### src/rtl/onchip_mem_loader_pkg.sv
// Shared definitions for the on-chip RAM loader.
//   state_t     : controller states
//   BYTES       : bytes per RAM word (RAM data width is fixed at 32)
//   lane_mask   : filled-lane count (1..4) -> byteenable mask
//   expand_mask : 4-bit lane mask -> 32-bit bit mask
package onchip_mem_loader_pkg;

  localparam int BYTES = 4;

  typedef enum logic [2:0] {
    ST_IDLE,
    ST_LOAD,
    ST_WRITE,
    ST_VERIFY,
    ST_DRAIN,
    ST_DONE
  } state_t;

  // Only counts 1..4 occur when a word is written; 0 means "nothing filled".
  function automatic logic [BYTES-1:0] lane_mask(input logic [2:0] count);
    logic [BYTES-1:0] m;
    case (count)
      3'd1:    m = 4'h1;
      3'd2:    m = 4'h3;
      3'd3:    m = 4'h7;
      3'd4:    m = 4'hF;
      default: m = 4'h0;
    endcase
    return m;
  endfunction

  function automatic logic [8*BYTES-1:0] expand_mask(input logic [BYTES-1:0] m);
    logic [8*BYTES-1:0] r;
    r = '0;
    for (int i = 0; i < BYTES; i++) begin
      r[8*i +: 8] = {8{m[i]}};
    end
    return r;
  endfunction

endpackage

### src/rtl/onchip_mem_loader_packer.sv
// Byte-to-word packer for the on-chip RAM loader.
// Bytes are placed little-endian: the first byte after a clear lands in lane 0.
//   clk, reset : clock and synchronous active-high reset
//   clear      : empty the buffer (lanes -> 0, count -> 0); wins over push
//   push       : byte_in is accepted into the next free lane
//   byte_in    : stream byte
//   word       : packed word, unfilled lanes read as 0
//   count      : number of filled lanes (0..4)
//   mask       : byteenable mask for the filled lanes
module onchip_mem_loader_packer
  import onchip_mem_loader_pkg::*;
(
  input  logic                 clk,
  input  logic                 reset,
  input  logic                 clear,
  input  logic                 push,
  input  logic [7:0]           byte_in,
  output logic [8*BYTES-1:0]   word,
  output logic [2:0]           count,
  output logic [BYTES-1:0]     mask
);

  logic [2:0] count_q, count_d;

  always_comb begin
    count_d = count_q;
    if (clear) begin
      count_d = '0;
    end else if (push) begin
      count_d = count_q + 3'd1;
    end
  end

  always_ff @(posedge clk) begin
    if (reset) begin
      count_q <= '0;
    end else begin
      count_q <= count_d;
    end
  end

  // One byte register per lane; a lane captures only when it is the next free one.
  for (genvar gi = 0; gi < BYTES; gi++) begin : g_lane
    logic [7:0] byte_q, byte_d;

    always_comb begin
      byte_d = byte_q;
      if (clear) begin
        byte_d = '0;
      end else if (push && (count_q == 3'(gi))) begin
        byte_d = byte_in;
      end
    end

    always_ff @(posedge clk) begin
      if (reset) begin
        byte_q <= '0;
      end else begin
        byte_q <= byte_d;
      end
    end

    assign word[8*gi +: 8] = byte_q;
  end

  assign count = count_q;
  assign mask  = lane_mask(count_q);

endmodule

### src/rtl/onchip_mem_loader.sv
// On-chip RAM loader: packs an 8-bit valid/ready stream into 32-bit words,
// writes them from a base word address, then reads every written word back
// and compares an additive checksum of the readback with the written sum.
//   clk, reset          : clock and synchronous active-high reset
//   start               : job request, honoured only in IDLE
//   base_addr, byte_len : job parameters, latched on start
//   s_data/s_valid/s_ready : byte stream
//   mem_*               : master side of the single-port RAM (1-cycle read latency)
//   busy                : job in progress (any state but IDLE)
//   done                : one-cycle completion pulse
//   checksum            : written-word sum, held until the next start
//   verify_err          : readback sum differed, held until the next start
module onchip_mem_loader
  import onchip_mem_loader_pkg::*;
#(
  parameter int ADDR_W = 15,
  parameter int LEN_W  = 17,
  parameter int DATA_W = 32
) (
  input  logic              clk,
  input  logic              reset,
  input  logic              start,
  input  logic [ADDR_W-1:0] base_addr,
  input  logic [LEN_W-1:0]  byte_len,
  input  logic [7:0]        s_data,
  input  logic              s_valid,
  output logic              s_ready,
  output logic [ADDR_W-1:0] mem_address,
  output logic [3:0]        mem_byteenable,
  output logic              mem_chipselect,
  output logic              mem_write,
  output logic              mem_debugaccess,
  output logic              mem_clken,
  output logic [DATA_W-1:0] mem_writedata,
  input  logic [DATA_W-1:0] mem_readdata,
  output logic              busy,
  output logic              done,
  output logic [31:0]       checksum,
  output logic              verify_err
);

  // Word count is ceil(byte_len/4), which needs one bit fewer than byte_len.
  localparam int WIDX_W = LEN_W - 1;
  localparam logic [LEN_W-1:0]  LEN_ONE  = LEN_W'(1);
  localparam logic [WIDX_W-1:0] WIDX_ONE = WIDX_W'(1);

  state_t              state_q, state_d;
  logic [ADDR_W-1:0]   base_q, base_d;
  logic [LEN_W-1:0]    bytes_left_q, bytes_left_d;
  logic [WIDX_W-1:0]   word_idx_q, word_idx_d;
  logic [WIDX_W-1:0]   rd_idx_q, rd_idx_d;
  logic [31:0]         exp_sum_q, exp_sum_d;
  logic [31:0]         rd_sum_q, rd_sum_d;
  logic [31:0]         checksum_q, checksum_d;
  logic                verify_err_q, verify_err_d;
  logic                done_q, done_d;
  logic [3:0]          last_mask_q, last_mask_d;
  logic                rd_vld_q, rd_vld_d;
  logic                rd_last_q, rd_last_d;
  logic                clken_q;

  logic                pk_clear;
  logic                pk_push;
  logic [31:0]         pk_word;
  logic [2:0]          pk_count;
  logic [3:0]          pk_mask;

  logic [ADDR_W-1:0]   wr_addr;
  logic [ADDR_W-1:0]   rd_addr;
  logic [WIDX_W-1:0]   last_idx;
  logic [31:0]         rd_word;

  onchip_mem_loader_packer u_packer (
    .clk     (clk),
    .reset   (reset),
    .clear   (pk_clear),
    .push    (pk_push),
    .byte_in (s_data),
    .word    (pk_word),
    .count   (pk_count),
    .mask    (pk_mask)
  );

  // Word addresses wrap modulo 2^ADDR_W without any indication.
  assign wr_addr  = base_q + word_idx_q[ADDR_W-1:0];
  assign rd_addr  = base_q + rd_idx_q[ADDR_W-1:0];
  assign last_idx = word_idx_q - WIDX_ONE;

  // The final word may be partial; its unwritten lanes are masked out of the
  // readback so they match the zero lanes that went into the write sum.
  assign rd_word = mem_readdata & (rd_last_q ? expand_mask(last_mask_q) : 32'hFFFF_FFFF);

  always_comb begin
    state_d        = state_q;
    base_d         = base_q;
    bytes_left_d   = bytes_left_q;
    word_idx_d     = word_idx_q;
    rd_idx_d       = rd_idx_q;
    exp_sum_d      = exp_sum_q;
    rd_sum_d       = rd_sum_q;
    checksum_d     = checksum_q;
    verify_err_d   = verify_err_q;
    done_d         = 1'b0;
    last_mask_d    = last_mask_q;
    rd_vld_d       = 1'b0;
    rd_last_d      = 1'b0;
    pk_clear       = 1'b0;
    pk_push        = 1'b0;
    s_ready        = 1'b0;
    mem_address    = '0;
    mem_byteenable = '0;
    mem_chipselect = 1'b0;
    mem_write      = 1'b0;
    mem_debugaccess = 1'b0;
    mem_writedata  = '0;

    // Readback data returned one cycle after its address was issued.
    if (rd_vld_q) begin
      rd_sum_d = rd_sum_q + rd_word;
    end

    case (state_q)
      ST_IDLE: begin
        if (start) begin
          base_d       = base_addr;
          bytes_left_d = byte_len;
          word_idx_d   = '0;
          rd_idx_d     = '0;
          exp_sum_d    = '0;
          rd_sum_d     = '0;
          checksum_d   = '0;
          verify_err_d = 1'b0;
          pk_clear     = 1'b1;
          state_d      = (byte_len == '0) ? ST_DONE : ST_LOAD;
        end
      end

      ST_LOAD: begin
        s_ready = 1'b1;
        if (s_valid) begin
          pk_push      = 1'b1;
          bytes_left_d = bytes_left_q - LEN_ONE;
          // Lane 3 being filled now, or this is the very last byte.
          if ((pk_count == 3'd3) || (bytes_left_q == LEN_ONE)) begin
            state_d = ST_WRITE;
          end
        end
      end

      ST_WRITE: begin
        mem_chipselect  = 1'b1;
        mem_write       = 1'b1;
        mem_debugaccess = 1'b1;
        mem_address     = wr_addr;
        mem_byteenable  = pk_mask;
        mem_writedata   = pk_word;
        exp_sum_d       = exp_sum_q + pk_word;
        word_idx_d      = word_idx_q + WIDX_ONE;
        last_mask_d     = pk_mask;
        pk_clear        = 1'b1;
        if (bytes_left_q != '0) begin
          state_d = ST_LOAD;
        end else begin
          rd_idx_d = '0;
          state_d  = ST_VERIFY;
        end
      end

      ST_VERIFY: begin
        mem_chipselect = 1'b1;
        mem_byteenable = 4'hF;
        mem_address    = rd_addr;
        rd_vld_d       = 1'b1;
        rd_last_d      = (rd_idx_q == last_idx);
        rd_idx_d       = rd_idx_q + WIDX_ONE;
        if (rd_idx_q == last_idx) begin
          state_d = ST_DRAIN;
        end
      end

      ST_DRAIN: begin
        state_d = ST_DONE;
      end

      ST_DONE: begin
        done_d       = 1'b1;
        checksum_d   = exp_sum_q;
        verify_err_d = (rd_sum_q != exp_sum_q);
        state_d      = ST_IDLE;
      end

      default: begin
        state_d = ST_IDLE;
      end
    endcase
  end

  always_ff @(posedge clk) begin
    if (reset) begin
      state_q      <= ST_IDLE;
      base_q       <= '0;
      bytes_left_q <= '0;
      word_idx_q   <= '0;
      rd_idx_q     <= '0;
      exp_sum_q    <= '0;
      rd_sum_q     <= '0;
      checksum_q   <= '0;
      verify_err_q <= 1'b0;
      done_q       <= 1'b0;
      last_mask_q  <= '0;
      rd_vld_q     <= 1'b0;
      rd_last_q    <= 1'b0;
      clken_q      <= 1'b0;
    end else begin
      state_q      <= state_d;
      base_q       <= base_d;
      bytes_left_q <= bytes_left_d;
      word_idx_q   <= word_idx_d;
      rd_idx_q     <= rd_idx_d;
      exp_sum_q    <= exp_sum_d;
      rd_sum_q     <= rd_sum_d;
      checksum_q   <= checksum_d;
      verify_err_q <= verify_err_d;
      done_q       <= done_d;
      last_mask_q  <= last_mask_d;
      rd_vld_q     <= rd_vld_d;
      rd_last_q    <= rd_last_d;
      clken_q      <= 1'b1;
    end
  end

  assign mem_clken  = clken_q;
  assign busy       = (state_q != ST_IDLE);
  assign done       = done_q;
  assign checksum   = checksum_q;
  assign verify_err = verify_err_q;

endmodule

### config.mk
export PLATFORM = sky130hd
export DESIGN_NAME = onchip_mem_loader
export DESIGN_NICKNAME = d
export VERILOG_FILES = /design/src/rtl/onchip_mem_loader_pkg.sv /design/src/rtl/onchip_mem_loader_packer.sv /design/src/rtl/onchip_mem_loader.sv
export SDC_FILE = /design/constraint.sdc
export NUM_CORES = 1
export LEC_CHECK = 0
export ABC_AREA = 1
export ABC_CLOCK_PERIOD_IN_PS = 5900
export CORE_MARGIN = 4
export CORE_UTILIZATION = 62
export DETAILED_ROUTE_END_ITERATION = 6
export GPL_TIMING_DRIVEN = 0
export HOLD_SLACK_MARGIN = 0.06
export PLACE_DENSITY_LB_ADDON = 0.25
export SYNTH_ARGS = -nofsm -noshare
export SYNTH_HDL_FRONTEND = slang
export SYNTH_HIERARCHICAL = 1
export SYNTH_SLANG_ARGS = --single-unit
### constraint.sdc
create_clock -name clk -period 5.9 [get_ports clk]
set_input_delay 1.18 -clock clk [delete_from_list [all_inputs] [get_ports clk]]
set_output_delay 1.18 -clock clk [all_outputs]
set_load 0.01 [all_outputs]
# [Yosys cells after proc, flatten, opt, wreduce, memory -nomap -nowiden]
# Index checks and enable logic that the tools add are counted.
[op_classes] div_mod_pow=0 shift=0 n_reduce_logical=23 eq_ne=17 n_mux=37 bitwise_logic=2 n_lt_le_gt_ge=0 addsub=9 n_mul=0
[op_table] operator="$mux 32" count=6
[op_table] operator="$pmux 32 s2" count=2
[op_table] operator="$add 32x32->32" count=2
[op_table] operator="$pmux 16 s3" count=1
[op_table] operator="$mux 17" count=2
[op_table] operator="$pmux 17 s2" count=1
[op_table] operator="$add 16x1->16 const B" count=2
[op_table] operator="$and 32x32->32" count=1
[op_table] operator="$mux 16" count=2
[op_table] operator="$ne 32x32->1" count=1
[op_table] operator="$pmux 16 s2" count=1
[op_table] operator="$add 15x15->15" count=2
[op_table] operator="$pmux 15 s2" count=1
[op_table] operator="$eq 17x1->1 const B" count=1
[op_table] operator="$logic_not 17->1" count=1
[op_table] operator="$reduce_bool 17->1" count=1
[op_table] operator="$sub 17x1->17 const B" count=1
[op_table] operator="$eq 16x16->1" count=1
[op_table] operator="$pmux 4 s4" count=1
[op_table] operator="$sub 16x1->16 const B" count=1
[op_table] operator="$mux 3" count=5
[op_table] operator="$pmux 3 s5" count=1
[op_table] operator="$eq 3x2->1 const B" count=4
[op_table] operator="$mux 1" count=10
[op_table] operator="other kinds (17)" count=37
[word_totals] mem_bits_ro=0 ramBits=0 out_inout_bits=91 memories=0 input_bits=76 elab_cells=107 latchBits=0 regBits=207

# [Logic depth before layout (Yosys ltp)]
[logic_depth] word_depth=6 depth_mapped=20 ltp_nobuf=19

# [By module]
# Netlist, hierarchy kept.
[by_module_without_submodules] module="onchip_mem_loader" instances=1 seq_area_each_um2=3443.3 cells_per_inst=2112 area_per_inst_um2=13316.5
[by_module_without_submodules] module="onchip_mem_loader_packer" instances=1 seq_area_each_um2=700.7 cells_per_inst=220 area_per_inst_um2=1551.5

# [Worst setup path before layout]
# Ideal clock, no wire load.
[synth_path] path_kind="flip-flop to output port" start="reg state_q[0]" end="out mem_address[12]" arrival_time_ps=2671 stages_incl_launch_ff=18 path_buffers=1 path_slack_ps=2049 required_ps=4720 path_cell_list="dfxtp_1 > nand2_1 > nor2_2 > clkbuf_1 > o21ai_0 > inv_1 > ha_1 > inv_1 > fa_1 > inv_1 > nand3_1 > nand2_1 > nand2_1 > nand2_1 > a21oi_1 > o21bai_1 > o21ai_0 > a21oi_1"
[synth_via] elab_chain_cells=2 word_cells_on_any_way=3 cone_classes="2 x eq/ne; 1 x mux"
[synth_lines] element="from (decl)" line="onchip_mem_loader.sv:47" text="state_t state_q, state_d;"
[synth_lines] element="from (signal assigned)" line="onchip_mem_loader.sv:215" text="state_q <= state_d;"
[synth_lines] element="$eq 3x2->1" line="onchip_mem_loader.sv:122" text="case (state_q)"
[synth_lines] element="$pmux 15 s2 (*)" line="onchip_mem_loader.sv:122"
[synth_lines] element="to (decl)" line="onchip_mem_loader.sv:28" text="output logic [ADDR_W-1:0] mem_address,"
# Mark *: on every way between the ends. The rest lies on a longest branch, timed or not.

# [Final worst setup path]
# Same ends and word-level chain as after synthesis.

==> results.py <==
metrics = {
    "floorplanning": {
        "start_util": 0.632,
        "rows": 56,
        "die_area_mm2": 0.0265,
        "die_y_um": 163,
        "core_mm2": 0.0235,
        "fp.dieW_um": 163,
        "num_io_pins": 167,
    },
    "critical_path": {
        "slowest_stage": "clkdlybuf4s50_1",
        "r2r-end": "rd_sum_q[21]",
        "critPathArrivalTime_ns": 4.56,
        "cpMostUsedCell": "nand2_1",
        "crit_type": "register to primary output",
        "cp-endpoint": "mem_address[12]",
        "path_max_fanout": 10,
        "cp.required_ns": 4.72,
        "path_cells": "nand2_1 > nor2_2 > clkbuf_1 > nand2_1 > o21ai_0 > inv_1 > fa_1 > inv_1 > nand3_1 > nand2_1 > nand2_1 > nand2_1 > a21oi_1 > o21bai_1 > o21ai_0 > a21oi_1 > clkdlybuf4s50_1",
        "reg2reg_depth": 14,
        "rrSetupSlack_ns": 2.72,
        "worstSetupStartpointType": "register",
        "end_kind": "primary output",
        "cp-startpoint": "state_q[0]",
        "worstReg2RegStart": "rd_last_q",
        "slowest_delay_ns": 0.56,
    },
    "clock_tree": {
        "path_clk_slew_ns": 0.06,
        "postCtsHoldBufs": 0,
        "worstSkewPairLatency_ns": 0.54,
        "clk_path_buf_depth": 3,
        "post_cts_resized": 0,
        "cts_sinks": 207,
        "cts_made_buffers": 24,
        "postCtsSetupBuffers": 0,
        "h-tree-depth": 1,
        "clock-root-buffer": "clkbuf_16",
        "cts_tree": "done",
    },
    "drt": {
        "post_drt_wl_per_cell_um": 17.9,
        "drtIter0Drc": 1913,
        "via_per_inst": 5.84,
        "met2_length_um": 22400,
        "drcViolationCount": 0,
        "drt.antenna.violating_nets": 0,
        "wl_um": 51100,
        "drtPass1Iterations": 6,
        "vias": 16700,
        "highest_layer": "met4",
        "route.met3.wl_um": 5870,
        "met1_length_um": 20600,
    },
    "pwr": {
        "irDropWorstVdd_mv": 0.239,
        "finalPower_mw": 4.05,
        "power.density_mw_per_mm2": 229,
        "leakagePower_nw": 7.86,
    },
    "global_routing": {
        "grt_usage": 0.372,
        "grt-ovfl-total": 0,
        "grt_pass1_vias": 15800,
        "grt_pass1_wl_um": 79900,
        "antenna_found_initial": 0,
        "grt_max_degree": 14,
    },
    "sta": {
        "fin_ws_ns": 0.164,
        "clock_skew_ns": 0.0235,
        "hold_violations": 0,
        "holdWs_ns": 0.471,
        "finalSetupTns_ns": 0,
        "rsz0062_at_grt": "no",
        "finalCriticalPeriod_ns": 5.74,
        "worstMarginPinSlew_ns": 0.825,
        "drv_slew": 0,
        "setup_viol_count_final": 0,
        "fmax_ghz": 0.174,
        "maxSlewHeadroom": 0.450,
        "finalCritPeriodShare": 0.972,
    },
    "synth": {
        "synth.avg_cell_area_um2": 6.38,
        "muxShareOfSynthArea": 0,
        "synth-seq-cells": 207,
        "synth_top_family_by_area": "simple AND/OR/NAND/NOR gates",
        "synth.top_cells.by_area": "dfxtp_1, nand2_1, nor2_1",
        "synth_top_area_frac": 0.279,
        "yosys.area_share.adder": 0.0773,
        "synth_ff_type": "dfxtp_1",
        "yosys.cell_types.count": 52,
        "synth_most_common_cell": "nand2_1",
        "syn_nets": 2498,
        "synth_common_cells": "nand2_1, nor2_1, inv_1",
        "yosysTopAreaCell": "dfxtp_1",
        "async_flop_share": 0,
        "synthCells": 2332,
        "synthSimpleGateAreaFrac": 0.324,
        "synth-compound-area-share": 0.178,
        "syn_area_mm2": 0.0149,
        "ys_warn_count": 6,
        "yosys.area_share.xor_xnor": 0.0389,
        "synth_edf_count": 0,
        "yosysSeqAreaShare": 0.279,
    },
    "placed_design": {
        "placed_area_mm2": 0.0169,
        "io_buffers": 166,
        "dpl.hpwl_um": 40500,
        "dp_slack_ns": 0.885,
        "routabilityCongestion": 1.02,
    },
    "finish": {
        "diodes": 0,
        "syn_to_final_growth_pct": 18.9,
        "drive_gt1_frac": 0.0465,
        "design_area_mm2": 0.0177,
        "fin_nets": 2690,
        "fillers": 1875,
    },
    "status": {
        "status": "finished clean",
    },
    "flow_run": {
        "drv_cap": 0,
    },
    "hold_path": {
        "min_path_type": "register to register",
    },
}
==> registers in the layout (all words and copies together) (netlist names) <==
| signal | cells |
|---|---|
| bytes_left_q | 17 |
| word_idx_q | 16 |
| rd_vld_q | 1 |
| verify_err | 1 |
| base_q | 15 |
| state_q | 3 |
| done | 1 |
| checksum | 32 |
| last_mask_q | 4 |
| mem_clken | 1 |
| u_packer/count | 3 |
| rd_sum_q | 32 |
| rd_idx_q | 16 |
| rd_last_q | 1 |
| exp_sum_q | 32 |
| u_packer/g_lane.byte_q | 32 |
==> placed cells by master (no fill, tap or decap), drive strengths merged, types with 10 or more instances in the layout <==
master and instances:
clkdlybuf4s50 166, nor3 41, o21ai 182, a21oi 183, nor2 395, clkbuf 74, nand4 28, dfxtp 207
nand3b 12, buf 28, o21bai 14, o211ai 10, xnor2 38, ha 87, nand3 120, inv 320
or2 13, xor2 28, a32o 25, nand2 493, nor4 10
==> critical path: cells and delay by family (launching register included) <==
| family | cells | cell delay (ns) |
|---|---|---|
| buffers and inverters | 4 | 1.26 |
| and+or+nand+nor | 7 | 1.08 |
| AOI/OAI and AO/OA | 5 | 0.81 |
| DFF | 1 | 0.44 |
| adders and majority gates | 1 | 0.41 |
==> routing by layer <==
| layer | GRT usage | vias up |
|---|---|---|
| li1 | - | 8001 |
| met1 | 0.502 | 7564 |
| met2 | 0.594 | 980 |
| met3 | 0.0600 | 149 |
| met4 | 0.157 | 0 |
| met5 | 0 | - |
==> area by class of cell <==
| class | instances | area, um^2 | share of cell area |
|---|---|---|---|
| clock buffer | 34 | 688 | 0.0389 |
| tap | 319 | 399 | 0.0226 |
| multi-input combinational | 1737 | 9180 | 0.520 |
| buffer | 68 | 337 | 0.0190 |
| sequential | 207 | 4140 | 0.234 |
| timing repair buffer | 166 | 1660 | 0.0940 |
| clock inverter | 6 | 55.1 | 0.00312 |
| inverter | 320 | 1200 | 0.0681 |
==> per-stage QoR <==
stage / utilization / cells
after detailed placement: 0.719 / 2817
after global routing: 0.751 / 2857
after floorplan: - / 2332
after CTS: 0.751 / 2857
final: 0.751 / 2857
after global placement: 0.719 / 2817
==> kinds of logic (layout without fill, tap and decap cells) <==
group           count (synthesis)  after routing
simple gates                 1117           1117
flops                         207            207
compound gates                464            464
fa+ha+maj                      90             90
xor+xnor                       66             66
buf+inv                       388            594
==> how the worst min path moves through the flow <==
stage	cells past startpoint	endpoint	start
6_report	2	last_mask_q[2]	last_mask_q[2]
5_1_grt	2	last_mask_q[0]	last_mask_q[0]
4_1_cts	2	last_mask_q[2]	last_mask_q[2]
3_5_place_dp	2	last_mask_q[2]	last_mask_q[2]
3_3_place_gp	2	last_mask_q[0]	last_mask_q[0]
2_1_floorplan	2	last_mask_q[0]	last_mask_q[0]
==> where the power goes <==
part / internal (mW) / switching, mW
sequential: 1.47 / 0.0817
clock: 0.813 / 0.601
combinational: 0.371 / 0.717
total: 2.65 / 1.40
Power figures use the tool's default switching activity.
